==> src/rtl/cache_plru_update.sv <==
// cache_plru_update: 8-way tree pseudo-LRU replacement stage. It promotes the hit way on a hit.
// On a miss it picks an invalid way or the PLRU victim and promotes that way.
module cache_plru_update #(
    parameter int WAYS     = 8,
    parameter int WAYS_REP = 3,
    parameter int INDEX    = 3
) (
    input  logic                clk,
    input  logic                rstb,
    input  logic                clear,
    input  logic                req_valid,
    input  logic                req_hit,
    input  logic [WAYS_REP-1:0] req_way,
    input  logic [INDEX-1:0]    req_index,
    input  logic [WAYS-1:0]     invalid_mask,
    output logic                resp_valid,
    output logic [WAYS_REP-1:0] victim_way,
    output logic                victim_invalid,
    output logic [6:0]          plru_bits
);
    logic [6:0]          plru [2**INDEX];
    logic [6:0]          cur, nxt;
    logic [WAYS_REP-1:0] walk, first_inv, sel;
    logic [2:0]          walk_leaf, sel_leaf;
    logic                inv;

    always_comb begin
        cur       = plru[req_index];
        walk[2]   = cur[0];
        walk[1]   = walk[2] ? cur[2] : cur[1];
        walk_leaf = 3'd3 + {1'b0, walk[2:1]};
        walk[0]   = cur[walk_leaf];
        first_inv = '0;
        for (int i = WAYS - 1; i >= 0; i--)
            if (invalid_mask[i]) first_inv = i[WAYS_REP-1:0];
        inv      = !req_hit && |invalid_mask;
        sel      = req_hit ? req_way : inv ? first_inv : walk;
        sel_leaf = 3'd3 + {1'b0, sel[2:1]};
        nxt      = cur;
        nxt[0]   = ~sel[2];
        nxt[sel[2] ? 3'd2 : 3'd1] = ~sel[1];
        nxt[sel_leaf] = ~sel[0];
    end

    // Clear outranks a request; a dropped request produces no response.
    always_ff @(posedge clk or negedge rstb) begin
        if (!rstb) begin
            for (int i = 0; i < 2**INDEX; i++) plru[i] <= '0;
            resp_valid     <= 1'b0;
            victim_way     <= '0;
            victim_invalid <= 1'b0;
            plru_bits      <= '0;
        end else if (clear) begin
            for (int i = 0; i < 2**INDEX; i++) plru[i] <= '0;
            resp_valid <= 1'b0;
        end else begin
            resp_valid <= req_valid;
            if (req_valid) begin
                plru[req_index] <= nxt;
                victim_way      <= sel;
                victim_invalid  <= inv;
                plru_bits       <= nxt;
            end
        end
    end
endmodule

==> config.mk <==
export PLATFORM = sky130hd
export DESIGN_NAME = cache_plru_update
export DESIGN_NICKNAME = d
export VERILOG_FILES = /design/src/rtl/cache_plru_update.sv
export SDC_FILE = /design/constraint.sdc
export NUM_CORES = 1
export LEC_CHECK = 0
export CORE_MARGIN = 2
export CORE_UTILIZATION = 35
export CTS_BUF_LIST = sky130_fd_sc_hd__clkbuf_4
export CTS_CLUSTER_DIAMETER = 200
export CTS_CLUSTER_SIZE = 28
export DETAILED_ROUTE_END_ITERATION = 6
export GPL_ROUTABILITY_DRIVEN = 0
export HOLD_SLACK_MARGIN = 0.02
export PLACE_DENSITY = 0.49
export SLEW_MARGIN = 20
export SYNTH_ARGS = -nofsm -noshare
export SYNTH_HDL_FRONTEND = slang
export SYNTH_SLANG_ARGS = --single-unit
export TNS_END_PERCENT = 100
==> constraint.sdc <==
create_clock -name clk -period 7.61 [get_ports clk]
set_clock_uncertainty 0.1 [all_clocks]
set_input_delay 1.1415 -clock clk [delete_from_list [all_inputs] [get_ports clk]]
set_output_delay 1.1415 -clock clk [all_outputs]
set_load 0.02 [all_outputs]
==> impl_metrics.env <==
export IMPL_post_cts_buffers=0
export IMPL_antenna_found_initial=0
export IMPL_htree_levels=3
export IMPL_core_sq_mm=0.009864
export IMPL_slew_headroom_pct=40.93
export IMPL_maxSlewViolCount=0
export IMPL_synth_yosys_seq_area_share_pct=47.57
export IMPL_critPathMaxFanout=19
export IMPL_row_count=36
export IMPL_synth_async_sr_flop_share_pct=100.0
export IMPL_dpl_instance_area_sq_mm=0.004001
export IMPL_rsz0062_at_grt="no"
export IMPL_nFillCells=998
export IMPL_first_pass_iters=5
export IMPL_setup_ws_ns=3.349
export IMPL_n_antenna_cell=0
export IMPL_drt_initial_drc_count=232
export IMPL_synth_top_cells_by_area="dfrtp_1 48%, nand2_1 7.3%, o221ai_1 5.9%"
export IMPL_yosysTopAreaCellShare_pct=47.57
export IMPL_synth_distinct_cells=46
export IMPL_cap_violations=0
export IMPL_grt_max_degree=69
export IMPL_synth_top_flop_cell="dfrtp_1"
export IMPL_required_ns=7.85
export IMPL_final_nets=408
export IMPL_numClockSinks=68
export IMPL_cts_root_buf="clkbuf_4"
export IMPL_hold_violations=0
export IMPL_grt_first_pass_wirelength_mm=18.01
export IMPL_portBuffers=30
export IMPL_ctsResizeCount=0
export IMPL_drive_above_1_share_pct=9.898
export IMPL_dieArea_sq_mm=0.01105
export IMPL_vias=3040
export IMPL_syn_inst=360
export IMPL_holdCritPathClass="register to register"
export IMPL_yosys_area_top_type="dfrtp_1"
export IMPL_yosys_warnings=0
export IMPL_seq_area_sq_mm=0.001702
export IMPL_start_kind="input pin"
export IMPL_clk_latency_ns=0.42
export IMPL_avgSynthCellArea_sq_um=9.937
export IMPL_clock_path_buffers=2
export IMPL_synth_nets=379
export IMPL_grt_pass1_vias=3101
export IMPL_cts_tree="yes"
export IMPL_critPathKind="input pin to register"
export IMPL_synth_edff_count=0
export IMPL_setup_tns_ns=0
export IMPL_worst_ep_arrival_time_ns=4.50
export IMPL_hpwl_mm=7.742
export IMPL_ir_drop_mv=0.08557
export IMPL_p_leak_uw=0.001769
export IMPL_synth_area_sq_mm=0.003577
export IMPL_outcome="finished, final reports clean"
export IMPL_area_growth_synth_to_final_pct=16.16
export IMPL_grt_overflow=0
export IMPL_period_share_pct=56.00
export IMPL_multi_input_area_sq_mm=0.001782
export IMPL_drc=0
export IMPL_post_drt_wl_per_cell_microns=20.92
export IMPL_hold_buffers=0
export IMPL_clk_pin_slew_ns=0.13
export IMPL_die_x_microns=105.1
export IMPL_start_util_pct=36.26
export IMPL_worst_slew_pin_slew_ns=0.8861
export IMPL_dp_slack_ns=2.402
export IMPL_grt_util_all_layers_pct=21.19
export IMPL_die_y_microns=105.1
export IMPL_end_kind="register"
export IMPL_cts_buffers=9
export IMPL_drt_wl_total_mm=11.03
export IMPL_period_minus_slack_ns=4.261
export IMPL_clock_fmax_mhz=234.7
export IMPL_ios=31
export IMPL_p_per_area_mw_per_mm2=193.4
export IMPL_viasPerCell=5.769
export IMPL_drtAntennaViolNets=0
export IMPL_setup_viol=0
export IMPL_stdcell_area_sq_mm=0.004155
export IMPL_ys_seq_elements=68
-- worst max-delay path, cell delays in order --
cell             delay [ns]
clkdlybuf4s50_1        0.96
nand2b_1               0.21
nor2_1                 0.14
a222oi_1               0.75
nand3_1                0.23
a221oi_4               0.53
o21bai_2               0.25
o221ai_1               0.26
-- power by group --
part,internal [uW],switching [uW]
logic,50.7,90.9
clock network,139,138
registers,376,8.49
total,566,238
-- per-layer routing --
layer	up-vias	part of all wire, %	global-route usage [%]
li1	1421	-	-
met1	1526	50	31.80
met2	71	46	30.84
met3	22	3.0	3.244
met4	0	1.6	7.333
met5	-	0	0
-- synthesized netlist by cell type (5+ instances only) --
cell       n
nand2b_1   5
o221ai_1  24
clkbuf_1  11
mux2_2     7
a21oi_1   19
o21ai_0   25
dfrtp_1   68
nand3_1    6
mux2i_1   10
nor2_1    27
inv_1      7
a32oi_1    6
nand2_1   70
a22o_1     7
o2bb2a_1   6
-- sequential cells by signal, summed over array words and instances, names as in the netlist --
register	count
victim_way	3
victim_invalid	1
plru	56
plru_bits	7
resp_valid	1
-- cell type report --
type,instances,area share [%]
flip-flops and latches,68,40.95
repair buffers,34,7.709
inverters,7,0.6323
clock inverters,5,1.837
clock buffers,11,1.987
multi-input cells,269,42.88
well taps,133,4.005
-- worst paths after layout --
kind	slack, ns	from	cells after the start	endpoint
worst min register to register	0.39	plru[1]$_DFFE_PN0P_	2	plru[1]$_DFFE_PN0P_
min in group asynchronous	0.80	rstb	2	plru_bits[0]$_DFFE_PN0P_
worst min-delay path	0.39	plru[1]$_DFFE_PN0P_	2	plru[1]$_DFFE_PN0P_
worst max-delay path	3.35	req_index[2]	8	plru_bits[4]$_DFFE_PN0P_
max in group asynchronous	6.03	rstb	2	plru[29]$_DFFE_PN0P_
worst max register to register	4.50	plru[34]$_DFFE_PN0P_	7	plru_bits[4]$_DFFE_PN0P_
-- kinds of logic (layout without fill, tap and decap cells) --
logic type,after synthesis,after routing,synth area share [%]
AOI/OAI and AO/OA,124,124,26.72
and+or+nand+nor,123,123,14.59
buffers and inverters,23,57,2.763
muxes,22,22,8.360
DFF,68,68,47.57
-- placed cells by master (no fill, tap or decap), drive strengths merged, types with 2 or more instances in the layout --
| cell | count |
|---|---|
| a221o | 2 |
| nand2b | 5 |
| a211o | 2 |
| mux4 | 4 |
| inv | 7 |
| o211ai | 6 |
| a21oi | 19 |
| o2bb2a | 6 |
| nand3b | 3 |
| nor2b | 2 |
| mux2i | 11 |
| o31ai | 2 |
| a32oi | 6 |
| nand3 | 6 |
| and2 | 2 |
| a31oi | 3 |
| clkbuf | 11 |
| o221ai | 24 |
| o21ai | 28 |
| o22a | 2 |
| o21bai | 2 |
| dfrtp | 68 |
| nor4 | 2 |
| buf | 6 |
| mux2 | 7 |
| bufinv | 2 |
| clkinv | 2 |
| clkdlybuf4s50 | 28 |
| a2bb2oi | 2 |
| a221oi | 2 |
| a22o | 7 |
| nor3 | 3 |
| a211oi | 2 |
| nor2 | 27 |
| a21o | 4 |
| a222oi | 2 |
| nand2 | 70 |
-- stage by stage --
| step | total power, uW | hold WS (ns) | instances | util [%] |
|---|---|---|---|---|
| final | 803.7 | 0.3912 | 527 | 42.12 |
| after global routing | 836.0 | 0.4204 | 527 | 42.12 |
| after CTS | 809.8 | 0.3956 | 527 | 42.17 |
| after detailed placement | 533.9 | 0.3716 | 511 | 40.56 |
| after global placement | 533.5 | 0.3605 | 511 | 40.51 |
| after floorplan | 469.0 | 0.3420 | 360 | - |
(Power assumes the default switching activity.)
